--- src/rtl/bp_update_ctrl_pkg.sv ---
// Shared types and the 2-bit saturating counter rule for the branch prediction table.
package bp_update_ctrl_pkg;

  localparam int BP_ENTRIES = 1024;

  typedef logic [9:0] bp_idx_t;
  typedef logic [1:0] bp_ctr_t;

  localparam bp_ctr_t BP_INIT = 2'b10;

  typedef enum logic {ST_INIT, ST_RUN} bp_state_t;

  function automatic bp_ctr_t bp_sat_update(bp_ctr_t ctr, logic taken);
    bp_ctr_t res;
    if (taken) res = (ctr == 2'd3) ? 2'd3 : ctr + 2'd1;
    else       res = (ctr == 2'd0) ? 2'd0 : ctr - 2'd1;
    return res;
  endfunction

endpackage

--- src/rtl/bp_fb_fifo.sv ---
// Synchronous feedback FIFO with registered full/empty flags and a flush input.
module bp_fb_fifo #(
  parameter int W     = 11,
  parameter int DEPTH = 4
) (
  input  logic         clk,
  input  logic         rst,
  input  logic         flush,
  input  logic         push,
  input  logic [W-1:0] din,
  input  logic         pop,
  output logic [W-1:0] dout,
  output logic         full,
  output logic         empty
);

  localparam int AW = $clog2(DEPTH);

  logic [W-1:0]  mem [DEPTH];
  logic [AW-1:0] wr_ptr, rd_ptr;
  logic [AW:0]   count, count_nxt;
  logic          do_push, do_pop;

  assign do_push = push && !full && !flush;
  assign do_pop  = pop && !empty && !flush;
  assign dout    = mem[rd_ptr];

  always_comb begin
    count_nxt = count;
    if (flush)                  count_nxt = '0;
    else if (do_push && !do_pop) count_nxt = count + 1'b1;
    else if (do_pop && !do_push) count_nxt = count - 1'b1;
  end

  always_ff @(posedge clk or negedge rst) begin
    if (!rst) begin
      wr_ptr <= '0;
      rd_ptr <= '0;
      count  <= '0;
      full   <= 1'b0;
      empty  <= 1'b1;
    end else begin
      if (flush) begin
        wr_ptr <= '0;
        rd_ptr <= '0;
      end else begin
        if (do_push) wr_ptr <= wr_ptr + 1'b1;
        if (do_pop)  rd_ptr <= rd_ptr + 1'b1;
      end
      count <= count_nxt;
      full  <= (count_nxt == (AW+1)'(DEPTH));
      empty <= (count_nxt == '0);
    end
  end

  always_ff @(posedge clk) begin
    if (do_push) mem[wr_ptr] <= din;
  end

endmodule

--- src/rtl/bp_update_ctrl.sv ---
// Update controller for the 2-bit branch prediction table: feedback FIFO,
// forwarded read-modify-write pipeline, and full-table initialisation.
module bp_update_ctrl
  import bp_update_ctrl_pkg::*;
#(
  parameter int         IDX_W      = 10,
  parameter int         FIFO_DEPTH = 4,
  parameter logic [1:0] INIT_VAL   = BP_INIT
) (
  input  logic             clk,
  input  logic             rst,
  input  logic             fb_valid,
  output logic             fb_ready,
  input  logic [63:0]      fb_pc,
  input  logic             fb_taken,
  input  logic             flush_req,
  output logic             busy,
  output logic             pred_enable,
  output logic [IDX_W-1:0] tbl_rd_idx,
  input  logic [1:0]       tbl_rd_data,
  output logic             tbl_we,
  output logic [IDX_W-1:0] tbl_wr_idx,
  output logic [1:0]       tbl_wr_data
);

  localparam int ENT_W = IDX_W + 1;

  bp_state_t        state;
  logic [IDX_W-1:0] init_cnt;

  logic             fifo_full, fifo_empty, push;
  logic [ENT_W-1:0] head;
  logic             pc_unused;

  logic             pop_p0, taken_p0;
  logic [IDX_W-1:0] idx_p0;
  bp_ctr_t          operand_p0;

  logic             vld_p1;
  logic [IDX_W-1:0] idx_p1;
  bp_ctr_t          ctr_p1;

  assign pc_unused   = ^{fb_pc[63:IDX_W+2], fb_pc[1:0]};
  assign busy        = (state == ST_INIT);
  assign pred_enable = (state == ST_RUN);
  assign fb_ready    = (state == ST_RUN) && !fifo_full && !flush_req;
  assign push        = fb_valid && fb_ready;

  bp_fb_fifo #(
    .W     (ENT_W),
    .DEPTH (FIFO_DEPTH)
  ) u_fifo (
    .clk   (clk),
    .rst   (rst),
    .flush (flush_req),
    .push  (push),
    .din   ({fb_pc[IDX_W+1:2], fb_taken}),
    .pop   (pop_p0),
    .dout  (head),
    .full  (fifo_full),
    .empty (fifo_empty)
  );

  // Stage 0: pop head, read table, forward the in-flight write on an index match
  assign idx_p0     = head[ENT_W-1:1];
  assign taken_p0   = head[0];
  assign pop_p0     = (state == ST_RUN) && !fifo_empty && !flush_req;
  assign tbl_rd_idx = pop_p0 ? idx_p0 : '0;
  assign operand_p0 = (vld_p1 && (idx_p1 == idx_p0)) ? ctr_p1 : tbl_rd_data;

  always_ff @(posedge clk or negedge rst) begin
    if (!rst) begin
      state    <= ST_INIT;
      init_cnt <= '0;
      vld_p1   <= 1'b0;
    end else begin
      case (state)
        ST_INIT: begin
          vld_p1 <= 1'b0;
          if (flush_req) begin
            init_cnt <= '0;
          end else begin
            init_cnt <= init_cnt + 1'b1;
            if (init_cnt == '1) state <= ST_RUN;
          end
        end
        ST_RUN: begin
          if (flush_req) begin
            state    <= ST_INIT;
            init_cnt <= '0;
            vld_p1   <= 1'b0;
          end else begin
            vld_p1 <= pop_p0;
          end
        end
        default: state <= ST_INIT;
      endcase
    end
  end

  // Stage 1: registered index and updated counter, written to the table
  always_ff @(posedge clk) begin
    if (pop_p0) begin
      idx_p1 <= idx_p0;
      ctr_p1 <= bp_sat_update(operand_p0, taken_p0);
    end
  end

  // Write port is held idle while reset is asserted even though state reads INIT
  always_comb begin
    tbl_we      = 1'b0;
    tbl_wr_idx  = '0;
    tbl_wr_data = '0;
    if (rst) begin
      if (state == ST_INIT) begin
        tbl_we      = 1'b1;
        tbl_wr_idx  = init_cnt;
        tbl_wr_data = INIT_VAL;
      end else if (vld_p1 && !flush_req) begin
        tbl_we      = 1'b1;
        tbl_wr_idx  = idx_p1;
        tbl_wr_data = ctr_p1;
      end
    end
  end

endmodule

--- config.mk ---
export PLATFORM = sky130hd
export DESIGN_NAME = bp_update_ctrl
export DESIGN_NICKNAME = d
export VERILOG_FILES = /design/src/rtl/bp_update_ctrl_pkg.sv /design/src/rtl/bp_fb_fifo.sv /design/src/rtl/bp_update_ctrl.sv
export SDC_FILE = /design/constraint.sdc
export NUM_CORES = 1
export LEC_CHECK = 0
export ABC_CLOCK_PERIOD_IN_PS = 5370
export CAP_MARGIN = 20
export CORE_MARGIN = 2
export CORE_UTILIZATION = 52
export DETAILED_ROUTE_END_ITERATION = 12
export GPL_TIMING_DRIVEN = 1
export MAX_ROUTING_LAYER = met4
export PLACE_DENSITY = 0.87
export SYNTH_ARGS = -nofsm -noshare
export SYNTH_HDL_FRONTEND = slang
export SYNTH_SLANG_ARGS = --single-unit
--- constraint.sdc ---
create_clock -name clk -period 5.37 [get_ports clk]
set_clock_uncertainty 0.05 [all_clocks]
set_input_delay 0.8055 -clock clk [delete_from_list [all_inputs] [get_ports clk]]
set_output_delay 0.8055 -clock clk [all_outputs]
set_load 0.01 [all_outputs]
==> Word level (Yosys, flattened, before mapping) <==
Memories as Yosys holds them, arrays and structs flattened.
Cells that the tools add are included.
{ "op_classes": {"add_sub_neg": 7, "eq_ne": 5, "mux": 32, "bitwise": 1, "reduce_logical": 22} }
{ "op_table": {"columns": ["operator", "count"], "rows": [
  ["10-bit 2-to-1 mux", 6],
  ["2-bit 2-to-1 mux", 11],
  ["10-bit one-hot mux with 2 select lines", 1],
  ["1-bit logical AND", 13],
  ["10-bit by 1-bit adder with 10-bit output (second input constant)", 1],
  ["10-bit == test", 1],
  ["10-bit == test (second input constant)", 1],
  ["1-bit 2-to-1 mux", 9],
  ["3-bit 2-to-1 mux", 3],
  ["2-bit by 1-bit adder with 2-bit output (second input constant)", 3],
  ["1-bit zero test", 5],
  ["1-bit one-hot mux with 2 select lines", 2],
  ["2-bit nonzero test", 2],
  ["3-bit by 1-bit adder with 3-bit output (second input constant)", 1],
  ["3-bit == test (second input constant)", 1],
  ["3-bit zero test", 1],
  ["3-bit by 1-bit subtractor with 3-bit output (second input constant)", 1],
  ["2-bit == test (second input constant)", 1],
  ["2-bit zero test", 1],
  ["2-bit inequality test (second input constant)", 1],
  ["2-bit by 1-bit subtractor with 2-bit output (second input constant)", 1],
  ["1-bit inverter", 1]
]} }
{ "totals": {"register_bits": 33, "mem_bits_rw": 44, "inputBits": 71, "output_inout_bits": 26, "wordCells": 78, "mem_count": 1} }
{ "memory_table": {"columns": ["name", "words", "width", "rd", "rd_clocked_by_memory_dff", "wr", "line", "rtl"], "rows": [
  ["u_fifo.mem", 4, 11, 1, 0, 1, "bp_fb_fifo.sv:19", "logic [W-1:0] mem [DEPTH];"]
]} }

==> Longest topological paths before layout <==
{ "logic_depth": {"word_depth": 12, "mapped_depth": 7, "depth_no_buf": 6} }

==> Modules after synthesis <==
A second synthesis with hierarchy kept.
{ "hier_totals": {"cells_unflattened": 258, "hier_area_um2": 3584.7} }
{ "by_module_without_submodules": {"columns": ["module", "n_inst", "cells_each", "area_each_um2", "seq_area_each_um2"], "rows": [
  ["bp_fb_fifo", 1, 124, 2209.6, 1547.7],
  ["bp_update_ctrl", 1, 134, 1375.1, 660.6]
]} }

==> Least setup slack after synthesis <==
No wires, ideal clock.
{ "synth_timing": {"path_type": "input-to-output", "from": "in flush_req", "to": "out tbl_rd_idx[0]", "t_arrival_ps": 1614, "required_time_ps": 4515, "setup_slack_ps": 2900, "cell_stages": 3, "n_path_buf": 1, "path_cell_list": "or3b_1 clkbuf_1 nor2b_1"} }
{ "synth_via": {"elab_chain_cells": 3} }
{ "synth_rtl": {"columns": ["element", "line", "rtl"], "rows": [
  ["start: declaration", "bp_update_ctrl.sv:16", "input logic flush_req,"],
  ["1-bit zero test", "bp_update_ctrl.sv:67", "assign pop_p0 = (state == ST_RUN) && !fifo_empty && !flush_req;"],
  ["1-bit logical AND", "bp_update_ctrl.sv:67", null],
  ["10-bit 2-to-1 mux", "bp_update_ctrl.sv:68", "assign tbl_rd_idx = pop_p0 ? idx_p0 : '0;"],
  ["end: declaration", "bp_update_ctrl.sv:19", "output logic [IDX_W-1:0] tbl_rd_idx,"]
]} }
Every way passes these cells.

==> Final worst setup path <==
{ "layout_timing": {"from": "in flush_req", "to": "out tbl_wr_data[1]"} }
{ "layout_via": {"elab_chain_cells": 5} }
{ "layout_rtl": {"columns": ["element", "line", "rtl"], "rows": [
  ["1-bit zero test", "bp_update_ctrl.sv:119", "end else if (vld_p1 && !flush_req) begin"],
  ["1-bit logical AND", "bp_update_ctrl.sv:119", null],
  ["2-bit 2-to-1 mux", "bp_update_ctrl.sv:119", null],
  ["2-bit 2-to-1 mux", "bp_update_ctrl.sv:115", "if (state == ST_INIT) begin"],
  ["2-bit 2-to-1 mux", "bp_update_ctrl.sv:114", "if (rst) begin"],
  ["end: declaration", "bp_update_ctrl.sv:23", "output logic [1:0] tbl_wr_data"]
]} }
Every way passes these cells.

==> parameters.txt <==
Parameter                              Value

Placed design
  Placed Instance Area    0.00410 mm²
  Post-Place Setup Slack    1.41 ns
  Total half-perimeter wirelength after legalization and detailed placement    4.63 mm
  Input/output buffers    42
  Final estimated routing congestion in global placement    0.766

Worst setup path
  Most common cell type on the critical path    clkdlybuf4s50_1
  CP Launch Type    input port
  Worst reg2reg startpoint    u_fifo.rd_ptr[0]
  Critical path arrival    3.09 ns
  Crit-path max cell delay    0.72 ns
  Cells along the critical path    clkdlybuf4s50_1 > buf_4 > nor2b_1 > o21ai_1 > inv_2 > o21a_1 > clkdlybuf4s50_1
  Type of the worst setup path    in2out
  Worst path buffer plus inverter count    4
  Setup slack, reg-to-reg    2.49 ns
  Worst r2r path cells    5
  Data required, critical path    4.51 ns
  Crit-path leading delay family    buffers and inverters
  Terminus of the critical flop-to-flop path    ctr_p1[1]
  Critical-path maximum fanout    13
  Cell with the largest stage delay on the worst path    clkdlybuf4s50_1
  Critical Path End Type    output pin

Clock tree
  Clock Tree Buf Depth    2
  TritonCTS clock tree    done
  Clock-pin slew of the registers on the worst-case setup and hold paths    0.09 ns
  CTS resizes    0
  Clock latency on the worst-skew pair    0.35 ns
  # Post-CTS Setup Buffers    0
  Clock H-tree levels    3
  CTS buffer count    9
  Number of buffers inserted by hold repair at cts    0
  Cell chosen for the clock root    clkbuf_8
  Number of clock sinks    77

Routing
  Length of the first detailed-routing pass in iterations    4
  Overall via count from detail_route    2171
  Vias per cell    5.58
  1st-iter DRT viols    107
  Wire per inst    16.5 µm
  Post-Route WL    6.43 mm
  Number of DRC violations after detailed routing    0
  Antenna viol nets, final    0

Finish
  Final net count    382
  Count of inserted antenna diode cells    0
  Fillcell total    497
  Synth-to-Final Area Change    18.9%
  Layout cells sized above 1    12.6%
  Fin area    0.00430 mm²

Synth
  Cell taking the most area after synthesis    edfxtp_1
  Most frequent cells after synthesis    56 x edfxtp_1, 33 x nor2_1, 20 x dfrtp_1, 14 x nor2b_1, 11 x xnor2_1
  Most common cell in the synthesized netlist    edfxtp_1
  Warnings from Yosys    0
  Synth top area share    46.5%
  Post-synthesis instance area    0.00362 mm²
  Post-synthesis cell type count    43
  Sequential-to-total area share from yosys stat    61.0%
  Number of register bits inferred by synthesis    77
  Synth area leaders    edfxtp_1 46%, dfrtp_1 14%, mux4_2 3.7%
  Most used flip-flop cell after synthesis    edfxtp_1
  Number of synthesized flops with an enable pin    56
  Synthesized netlist cell count    258
  Fraction of registers with async set or reset after synthesis    27.3%
  Synthesized area per cell    14.0 µm²
  Nets in the synthesized netlist    336

GRT
  Vias in the first global route    2092
  Maximum number of pins on one net before global-route repair    25
  Number of antenna violations at the first check in global routing    0
  Met3 usage in global routing    3.98%
  M2 GR Usage    31.3%
  Global Route Usage Sum    18.9%
  Met1 usage in global routing    23.0%
  Global-route congestion overflow total    0
  Global-route layer with the greatest usage    met2
  First-pass GRT wire length    10.3 mm

Hold path
  Hold path start    init_cnt[2]
  Hold Crit Class    reg2reg
  Worst hold path endpoint    init_cnt[2]
  Hold path cells    2

Timing
  Final Hold Violating Endpoints    0
  Period Utilization, post-route    73.4%
  F_max    254 MHz
  Clock period minus worst slack    3.94 ns
  Headroom to the max-slew limit    46.8%
  Setup slack of the critical path after layout    1.43 ns
  Final Max Tran Viols    0
  Total Negative Setup Slacks    0 ns
  Worst slew pin tran    0.798 ns
  Setup repair after global routing missed its margin    no
  Final setup vio count    0

Floorplan
  Initial Util    53.6%
  Number of rows in the core area    30
  I/O pin count    97
  Die width    87.4 µm
  Total die area    0.00764 mm²
  Die H    87.4 µm
  Area inside the core boundary    0.00676 mm²

Run status
  Status    complete, no violations

Power and ir drop
  Total power draw    1.14 mW
  Power Density    265 mW/mm²
  Static Leakage    1.54 nW
  Worst IR drop on VDD    0.234 mV

Flow run
  Max-Cap Viols    0
[power breakdown]
group | switching [mW] | internal, mW
clock | 0.227 | 0.221
combinational | 0.0220 | 0.0251
sequential | 0.00454 | 0.641
[cells in the final DEF (no fill, tap or decap), drive strengths merged]
master	n
and4	1
or3b	1
dfstp	1
bufinv	1
dfrtp	20
mux2	4
and2	7
nor2	33
o21bai	1
nor3b	4
o21a	1
buf	2
clkbuf	9
xor2	7
a21boi	2
a311oi	1
o21ai	4
clkinvlp	2
edfxtp	56
o311ai	1
a221o	1
a21oi	9
ha	7
nor3	1
a31oi	1
clkdlybuf4s50	42
nand3	9
a221oi	1
xnor2	17
mux4	9
nand2	7
a2111oi	1
and3	7
inv	13
nor2b	14
nand4	1
mux2i	10
and4bb	1
[worst max path at each step]
stage | startpoint | end | cells after the start
after CTS | flush_req | tbl_wr_data[1] | 7
after global routing | flush_req | tbl_wr_data[1] | 7
after detailed placement | flush_req | tbl_wr_data[1] | 7
after global placement | flush_req | tbl_wr_data[1] | 7
final | flush_req | tbl_wr_data[1] | 7
after floorplan | flush_req | tbl_rd_idx[0] | 3
[registers in the layout, summed over array words and instances (netlist names)]
register,count
idx_p1,10
u_fifo.empty,1
u_fifo.mem,44
u_fifo.full,1
u_fifo.rd_ptr,2
u_fifo.count,3
vld_p1,1
ctr_p1,2
pred_enable,1
init_cnt,10
u_fifo.wr_ptr,2
[kinds of logic (layout without fill, tap and decap cells)]
group                    count (synthesis)  after routing  share of synthesized area, %
buffers and inverters                   18             69                          2.45
AND/OR/NAND/NOR                         86             86                          12.4
AO/OA/AOI/OAI                           23             23                          4.56
XOR/XNOR                                24             24                          7.05
multiplexers                            23             23                          10.1
adder cells (fa/ha/maj)                  7              7                          2.42
flip-flops                              77             77                          61.0
[worst register-to-register path, cell delays in order, from the launching register on]
cell and delay (ns):
dfrtp_1 0.87, mux4_2 0.68, xnor2_2 0.15, nand3_1 0.13
a2111oi_4 0.44, mux2_4 0.33
[per-stage QoR]
stage,utilization [%],hold slack [ns],cells
after floorplan,-,0.460,258
after global placement,60.7,0.487,373
after detailed placement,60.7,0.499,373
after CTS,63.7,0.516,389
after global routing,63.7,0.541,389
final,63.7,0.523,389
[per-layer routing]
metal,share of wire [%],vias up
met5,0,-
met4,1.2,0
met3,3.4,7
met2,51,48
met1,45,1082
li1,-,1034
[area by class of cell]
cell class                 count  area (µm²)  share of cell area [%]
tap                           80         100                    2.33
timing repair buffer          44         435                    10.1
sequential                    77        2210                    51.3
clock buffer                   9         124                    2.88
multi-input combinational    163        1320                    30.7
clock inverter                 7        80.1                    1.86
inverter                       9        33.8                   0.785
No activity file was read; power rests on OpenSTA's default activity.
